`config.mk`:
```
export PLATFORM = sky130hd
export DESIGN_NAME = reg_ram_portb_scheduler
export DESIGN_NICKNAME = d
export VERILOG_FILES = /design/src/rtl/reg_ram_portb_scheduler.sv
export SDC_FILE = /design/constraint.sdc
export NUM_CORES = 1
export LEC_CHECK = 0
export CORE_MARGIN = 2
export CORE_UTILIZATION = 50
export CTS_CLUSTER_DIAMETER = 200
export CTS_CLUSTER_SIZE = 10
export DETAILED_ROUTE_END_ITERATION = 10
export DONT_BUFFER_PORTS = 1
export GPL_TIMING_DRIVEN = 0
export SYNTH_ARGS = -nofsm -noshare
export SYNTH_HDL_FRONTEND = slang
export SYNTH_SLANG_ARGS = --single-unit
```
`constraint.sdc`:
```
create_clock -name clk -period 2.6 [get_ports clk]
set_input_delay 0.26 -clock clk [delete_from_list [all_inputs] [get_ports clk]]
set_output_delay 0.26 -clock clk [all_outputs]
set_load 0.05 [all_outputs]
```
`src/rtl/reg_ram_portb_scheduler.sv`:
```
// Port-B owner for the register RAM: periodically scans the config block into shadow
// outputs and arbitrates round-robin between status writers, one RAM operation at a time.
module reg_ram_portb_scheduler #(
    parameter int unsigned AW       = 11,
    parameter int unsigned DW       = 32,
    parameter int unsigned N_CFG    = 4,
    parameter int unsigned CFG_BASE = 0,
    parameter int unsigned N_STS    = 2,
    parameter int unsigned RD_LAT   = 2,
    parameter int unsigned SCAN_GAP = 64
) (
    input  logic                  clk,
    input  logic                  reset,
    input  logic                  enable,
    output logic [AW-1:0]         mem_address,
    output logic [DW-1:0]         mem_data,
    output logic                  mem_rden,
    output logic                  mem_wren,
    input  logic [DW-1:0]         mem_q,
    input  logic [N_STS-1:0]      sts_req,
    input  logic [N_STS*AW-1:0]   sts_addr,
    input  logic [N_STS*DW-1:0]   sts_data,
    output logic [N_STS-1:0]      sts_ack,
    output logic                  sts_err,
    output logic [N_CFG*DW-1:0]   cfg_word,
    output logic                  cfg_valid,
    output logic                  cfg_update
);

    localparam int unsigned IW = (N_CFG > 1)    ? $clog2(N_CFG)        : 1;
    localparam int unsigned RW = (N_STS > 1)    ? $clog2(N_STS)        : 1;
    localparam int unsigned GW = (SCAN_GAP > 0) ? $clog2(SCAN_GAP + 1) : 1;
    localparam int unsigned LW = (RD_LAT > 1)   ? $clog2(RD_LAT)       : 1;

    localparam logic [2:0] S_IDLE = 3'd0;
    localparam logic [2:0] S_ARB  = 3'd1;
    localparam logic [2:0] S_WR   = 3'd2;
    localparam logic [2:0] S_RD   = 3'd3;
    localparam logic [2:0] S_WAIT = 3'd4;

    logic [2:0]          state_q, state_d;
    logic [RW-1:0]       rr_q, rr_d;
    logic [IW-1:0]       idx_q, idx_d;
    logic [GW-1:0]       gap_q, gap_d;
    logic [LW-1:0]       wcnt_q, wcnt_d;
    logic                last_wr_q, last_wr_d;
    logic [N_CFG*DW-1:0] stage_q, stage_d;
    logic [N_CFG*DW-1:0] cfg_word_q, cfg_word_d;
    logic                cfg_valid_q, cfg_valid_d;
    logic                cfg_update_q, cfg_update_d;
    logic [AW-1:0]       mem_address_q, mem_address_d;
    logic [DW-1:0]       mem_data_q, mem_data_d;
    logic                mem_rden_q, mem_rden_d;
    logic                mem_wren_q, mem_wren_d;
    logic [N_STS-1:0]    sts_ack_q, sts_ack_d;
    logic                sts_err_q, sts_err_d;

    logic                gnt_any;
    logic [RW-1:0]       gnt_idx;
    logic [RW-1:0]       cand;
    logic [AW-1:0]       gnt_addr;
    logic [AW-1:0]       gnt_off;
    logic [DW-1:0]       gnt_data;
    logic                gnt_in_cfg;
    logic [N_CFG*DW-1:0] stage_cap;

    // First requester at or after the round-robin pointer.
    always_comb begin
        gnt_any = 1'b0;
        gnt_idx = '0;
        cand    = '0;
        for (int unsigned k = 0; k < N_STS; k++) begin
            cand = RW'((32'(rr_q) + k) % N_STS);
            if (!gnt_any && sts_req[cand]) begin
                gnt_any = 1'b1;
                gnt_idx = cand;
            end
        end
    end

    assign gnt_addr   = sts_addr[32'(gnt_idx)*AW +: AW];
    assign gnt_data   = sts_data[32'(gnt_idx)*DW +: DW];
    assign gnt_off    = gnt_addr - AW'(CFG_BASE);
    assign gnt_in_cfg = (32'(gnt_off) < N_CFG);

    // Staging with the word arriving this cycle merged in; the commit uses it directly.
    always_comb begin
        stage_cap = stage_q;
        stage_cap[32'(idx_q)*DW +: DW] = mem_q;
    end

    always_comb begin
        state_d       = state_q;
        rr_d          = rr_q;
        idx_d         = idx_q;
        gap_d         = gap_q;
        wcnt_d        = wcnt_q;
        last_wr_d     = last_wr_q;
        stage_d       = stage_q;
        cfg_word_d    = cfg_word_q;
        cfg_valid_d   = cfg_valid_q;
        cfg_update_d  = 1'b0;
        mem_address_d = mem_address_q;
        mem_data_d    = mem_data_q;
        mem_rden_d    = 1'b0;
        mem_wren_d    = 1'b0;
        sts_ack_d     = '0;
        sts_err_d     = 1'b0;

        if (state_q != S_IDLE && gap_q != '0) gap_d = gap_q - 1'b1;

        case (state_q)
            S_IDLE: if (enable) state_d = S_ARB;
            S_ARB: begin
                if (!enable) begin
                    state_d = S_IDLE;
                    idx_d   = '0;
                end else if (gap_q == '0 && (!gnt_any || last_wr_q)) begin
                    state_d       = S_RD;
                    mem_rden_d    = 1'b1;
                    mem_address_d = AW'(CFG_BASE) + AW'(idx_q);
                    last_wr_d     = 1'b0;
                    wcnt_d        = LW'(RD_LAT - 1);
                end else if (gnt_any) begin
                    state_d            = S_WR;
                    sts_ack_d[gnt_idx] = 1'b1;
                    rr_d               = (gnt_idx == RW'(N_STS - 1)) ? '0 : gnt_idx + 1'b1;
                    last_wr_d          = 1'b1;
                    if (gnt_in_cfg) begin
                        sts_err_d = 1'b1;
                    end else begin
                        mem_wren_d    = 1'b1;
                        mem_address_d = gnt_addr;
                        mem_data_d    = gnt_data;
                    end
                end
            end
            S_WR: state_d = S_ARB;
            S_RD: state_d = S_WAIT;
            S_WAIT: begin
                if (wcnt_q != '0) begin
                    wcnt_d = wcnt_q - 1'b1;
                end else begin
                    state_d = S_ARB;
                    stage_d = stage_cap;
                    if (idx_q == IW'(N_CFG - 1)) begin
                        cfg_word_d   = stage_cap;
                        cfg_update_d = 1'b1;
                        cfg_valid_d  = 1'b1;
                        idx_d        = '0;
                        gap_d        = GW'(SCAN_GAP);
                    end else begin
                        idx_d = idx_q + 1'b1;
                    end
                end
            end
            default: state_d = S_IDLE;
        endcase
    end

    always_ff @(posedge clk) begin
        if (reset) begin
            state_q       <= S_IDLE;
            rr_q          <= '0;
            idx_q         <= '0;
            gap_q         <= '0;
            wcnt_q        <= '0;
            last_wr_q     <= 1'b0;
            stage_q       <= '0;
            cfg_word_q    <= '0;
            cfg_valid_q   <= 1'b0;
            cfg_update_q  <= 1'b0;
            mem_address_q <= '0;
            mem_data_q    <= '0;
            mem_rden_q    <= 1'b0;
            mem_wren_q    <= 1'b0;
            sts_ack_q     <= '0;
            sts_err_q     <= 1'b0;
        end else begin
            state_q       <= state_d;
            rr_q          <= rr_d;
            idx_q         <= idx_d;
            gap_q         <= gap_d;
            wcnt_q        <= wcnt_d;
            last_wr_q     <= last_wr_d;
            stage_q       <= stage_d;
            cfg_word_q    <= cfg_word_d;
            cfg_valid_q   <= cfg_valid_d;
            cfg_update_q  <= cfg_update_d;
            mem_address_q <= mem_address_d;
            mem_data_q    <= mem_data_d;
            mem_rden_q    <= mem_rden_d;
            mem_wren_q    <= mem_wren_d;
            sts_ack_q     <= sts_ack_d;
            sts_err_q     <= sts_err_d;
        end
    end

    assign mem_address = mem_address_q;
    assign mem_data    = mem_data_q;
    assign mem_rden    = mem_rden_q;
    assign mem_wren    = mem_wren_q;
    assign sts_ack     = sts_ack_q;
    assign sts_err     = sts_err_q;
    assign cfg_word    = cfg_word_q;
    assign cfg_valid   = cfg_valid_q;
    assign cfg_update  = cfg_update_q;

endmodule

```
After elaboration in Yosys (flattened, before gate mapping)
Cells that the tools add are included.

cells by class
  order comparisons = 5
  shifts and indexed selects = 4
  bitwise gates (word level) = 7
  multipliers = 1
  reduce and logical (&&, ||, !) cells = 25
  mux-type cells = 39
  add/subtract/negate cells = 6
  eq/ne operators = 12

operators with widths
  cell                                                          count
  bitwise mux 128 bit                                           1
  variable shift 32 x 34 -> 128 bit (first input constant)      1
  indexed part select 32 x 34 -> 128 bit                        1
  indexed part select 64 x 7 -> 32 bit                          1
  negation 7 -> 34 bit                                          1
  two-way mux 11 bit                                            3
  two-way mux 7 bit                                             4
  indexed part select 22 x 6 -> 11 bit                          1
  two-way mux 1 bit                                             19
  two-way mux 3 bit                                             5
  one-hot mux 3 bit (5 select lines)                            1
  AND reduction 3 bit                                           5
  less-than comparator 11 x 3 -> 1 bit (second input constant)  1
  inequality test 2 bit (second input constant)                 5
  AND reduction 4 bit                                           2
  logical NOT 7 bit                                             1
  NOT 1 bit                                                     7
  nonzero test 7 bit                                            1
  subtractor 7 x 1 -> 7 bit (second input constant)             1
  equality test 3 x 2 -> 1 bit (second input constant)          2
  less-than comparator 1 x 2 -> 1 bit (second input constant)   3
  two-way mux 2 bit                                             3
  OR reduction 3 bit                                            2
  multiplier 1 x 4 -> 5 bit (second input constant)             1
  other kinds (21)                                              27

storage, ports and cells
  flip-flop bits (word level) = 321
  output and inout bits = 178
  input bits = 123
  word-level logic and storage cells = 115

Longest topological paths before layout
Gate-level depths: netlist of the first run.

  depth after elaboration = 12
  mapped depth = 10
  depth with buffers taken out = 8

Least setup slack after synthesis of the first run
Ideal clock, no wire load.

  kind = reg2reg
  start = reg idx_q[0]
  end = reg stage_q[70]
  arrival time = 1.918 ns
  stages on the path, launching flop included = 8
  period minus slack after synthesis = 2.003 ns
  data required time = 2.514 ns
  setup time = 0.086 ns
  buffers on the path = 2
  slack = 0.597 ns
  path through = dfxtp_1 -> inv_1 -> ha_1 -> nor4bb_1 -> clkbuf_1 -> clkbuf_1 -> a21oi_1 -> a211oi_1

on the way
  cells in the longest elaborated chain, start to end = 3
  elaborated cells between the ends (all ways) = 4
  those cells by class = add/sub (1); shift (2); mux (1)

RTL lines
  item                                                                                         RTL line  RTL
  start, declared                                                                              43        logic [IW-1:0] idx_q, idx_d;
  start signal, assigned                                                                       182       idx_q <= idx_d;
  negation 7 -> 34 bit *                                                                       89        stage_cap[32'(idx_q)*DW +: DW] = mem_q;
  indexed part select 32 x 34 -> 128 bit or variable shift 32 x 34 -> 128 bit (tied branches)  89
  bitwise mux 128 bit *                                                                        89
  end signal, assigned                                                                         186       stage_q <= stage_d;
  end, declared                                                                                47        logic [N_CFG*DW-1:0] stage_q, stage_d;

Mark *: on every way between the ends. The rest lies on a longest branch, timed or not.
A chain may end at the register's enable or synchronous reset.

Worst setup path in the final report of the first run
  start = reg idx_q[0]
  end = reg stage_q[114]

Same word-level chain as after synthesis.

==> flow_summary.ini, run 1 <==
[synthesis]
ys_async_sr_fraction_pct = 0
syn-num-nets = 1577
synth-seq-cells = 321
synth-edff-count = 0
syn_area_sq_um = 12700
synth.yosys.seq_area_share_pct = 50.8
syn_area_per_cell_sq_um = 8.75
synth_ff_type = dfxtp_1
ys_types = 45
netlist_instances = 1447
synth_warnings = 0

[power]
pwr_density_cell_nw_per_um2 = 751
ir_drop_uv = 580
p_leak_nw = 5.11
total_power_mw = 11.1

[sta]
drv_slew = 0
tightest_slew_ps = 810
final_hold_viol_count = 0
max_freq_mhz = 402
timing.final.crit_share_pct = 95.7
final-setup-viol-count = 0
slew_headroom_pct = 46.0
rsz0062_at_grt = false
fin_crit_ps = 2490
whs_ps = 9.46
setup_tns_ps = 0
fin_skew_ps = 10.8

[route]
wire_per_inst_microns = 20.8
drt_iter0_markers = 806
drc_errors = 0
final_antenna_net_count = 0
vias = 10900
firstDrtPassIters = 5
drt-total-wl_microns = 39200
avgViaCountPerCell = 5.76

[layout]
syn_to_final_growth_pct = 16.3
final-instance-count-excl-fill = 1884
final_core_util_pct = 58.8
drive_above_1_share_pct = 6.25
final_nets = 1680
multi_input_area_sq_um = 5710
layout.area.seq_sq_um = 6430
n_fill_cell = 2254

[setup_path]
crit_type = flip-flop to flip-flop
cp.required_ps = 3020
crit_path_end_kind = flip-flop
crit_buf_inv = 2
worstPathCellList = inv_1 > ha_1 > nor4b_2 > buf_2 > a21oi_1 > a211oi_1
cp_top_family = simple AND/OR/NAND/NOR gates
cp_data_arrival_time_ps = 2900
crit_fanout = 10
slowest_stage = nor4b_2
slowest_delay_ps = 560
cp-start-kind = flip-flop

[die]
placementRows = 58
io-pin-count = 301
die_h_microns = 163
die_x_microns = 163
initial_core_util_pct = 50.6
core_sq_um = 25000
die_area_sq_um = 26600

[placed_design]
hpwlAfterDp_microns = 27100
dp_cells = 1777
io_buffers = 0
gp_congestion = 0.818

[global_route]
grt_antenna_before_repair = 2
grt_max_degree = 11
grt.overflow.total = 0
grt_util_all_layers_pct = 28.9
grt_pass1_vias = 10200
grt_pass1_wl_microns = 59900

[clock_network]
cts_setup_buffers = 0
clk_pin_slew_ps = 50
cts_tree = done
cts.path.max_buffers = 3
numCtsBuffers = 38
clk_latency_ps = 510
clock_sinks = 321
htree_levels = 2
cts-root-buf = clkbuf_16

[run_status]
status = finished, final reports clean

[hold_path]
hp-class = input port to flip-flop

[run]
maxCapViolCount = 0
through the flow:
stage	cell area, sq um	setup slack (ps)
5_1_grt	14700	27.0
6_report	14700	113
3_3_place_gp	13100	-342
2_1_floorplan	12700	597
4_1_cts	14700	23.1
3_5_place_dp	13100	-328
final timing paths:
kind | start | end | slack, ps | cells after the start
min reg2reg | stage_q[106] | stage_q[106] | 490 | 2
max | idx_q[0] | stage_q[114] | 110 | 6
min | sts_data[12] | mem_data[12] | 9 | 2
max reg2reg | idx_q[0] | stage_q[114] | 110 | 6
synth_stat cells, drive strengths merged (2+ instances only):
library cell / instances / area share (%)
a21oi: 169 / 6.7
nor2b: 129 / 6.4
inv: 10 / 0.30
nand2: 139 / 4.1
xor2: 4 / 0.28
mux2i: 44 / 3.5
a31oi: 3 / 0.15
nor2: 154 / 4.7
nand2b: 11 / 0.56
dfxtp: 321 / 51
nor3b: 2 / 0.21
o21ai: 133 / 5.3
buf: 31 / 1.4
a32oi: 2 / 0.14
ha: 7 / 0.69
nor4: 3 / 0.15
clkbuf: 86 / 2.5
nor4b: 3 / 0.26
nand3: 2 / 0.079
or3: 3 / 0.15
nor3: 9 / 0.36
o32ai: 9 / 0.62
a211oi: 162 / 10
cells by family after synthesis:
logic type,synth area share [%]
DFF,50.8
buffers and inverters,4.20
adders and majority gates,0.692
and+or+nand+nor,17.4
xor gates and xnor gates,0.346
muxes,3.48
AOI/OAI and AO/OA,23.1
routing by layer:
layer,global-route usage (%),wire length [microns]
met1,40.2,17800
met3,7.31,3190
met5,0,0
met4,8.37,1020
met2,44.4,17300
where the power goes:
| group | switching (mW) | total (mW) | internal [mW] |
|---|---|---|---|
| logic | 0.647 | 1.08 | 0.432 |
| registers | 0.378 | 5.44 | 5.06 |
| clock network | 1.90 | 4.55 | 2.65 |
sequential cells by signal, summed over array words and instances, names as in the netlist:
name	cells
stage_q	128
mem_wren	1
cfg_valid	1
mem_address	11
cfg_update	1
wcnt_q	1
cfg_word	128
mem_rden	1
rr_q	1
mem_data	32
last_wr_q	1
state_q	3
idx_q	2
gap_q	7
sts_err	1
sts_ack	2
area by class of cell:
cell class              instances  share of cell area [%]
clock buffers                  40                    6.65
inverters                      10                   0.255
flip-flops and latches        321                    43.6
repair buffers                 63                    4.28
clock inverters                 2                   0.119
diodes                          2                  0.0340
plain buffers                 117                    3.44
multi-input cells             999                    38.8
well taps                     330                    2.80
cell usage in the layout, fill, tap and decap left out, types with 2 or more instances in the layout:
cell type and instances:
dfxtp_1 320, nor2b_1 129, nor2_4 2, clkbuf_1 79
a32oi_1 2, a31oi_1 3, nor2_1 152, mux2i_1 44
a211oi_1 153, nor4b_1 2, nand3_1 2, a21oi_1 169
buf_1 4, dlygate4sd3_1 63, xor2_1 4, clkbuf_16 39
clkbuf_2 7, a211oi_2 9, o21ai_1 31, nor3_2 2
nand2b_1 10, ha_1 7, o21ai_0 101, nor4_1 3
nand2_1 138, inv_6 2, nor3_1 7, buf_2 23
or3_1 3, buf_6 3, inv_1 10, diode_2 2
o32ai_1 9
worst register-to-register path, stage by stage, from the launching register on:
cell and delay, ps:
dfxtp_2 440, inv_1 150, ha_1 410, nor4b_2 560, buf_2 380, a21oi_1 180, a211oi_1 280
repair_timing:
item,CTS,global route
gates resized for setup,8,6
endpoints found under the hold margin,147,0
hold buffers,63,0
endpoints found under the setup margin,109,146
(Power assumes the default switching activity.)
==> inputs of run 2 (changes only) <==
Settings changed: GPL_ROUTABILITY_DRIVEN set to 0.
==> results of run 2 <==
Final layout, timing and power as in run 1 (identical DEF).
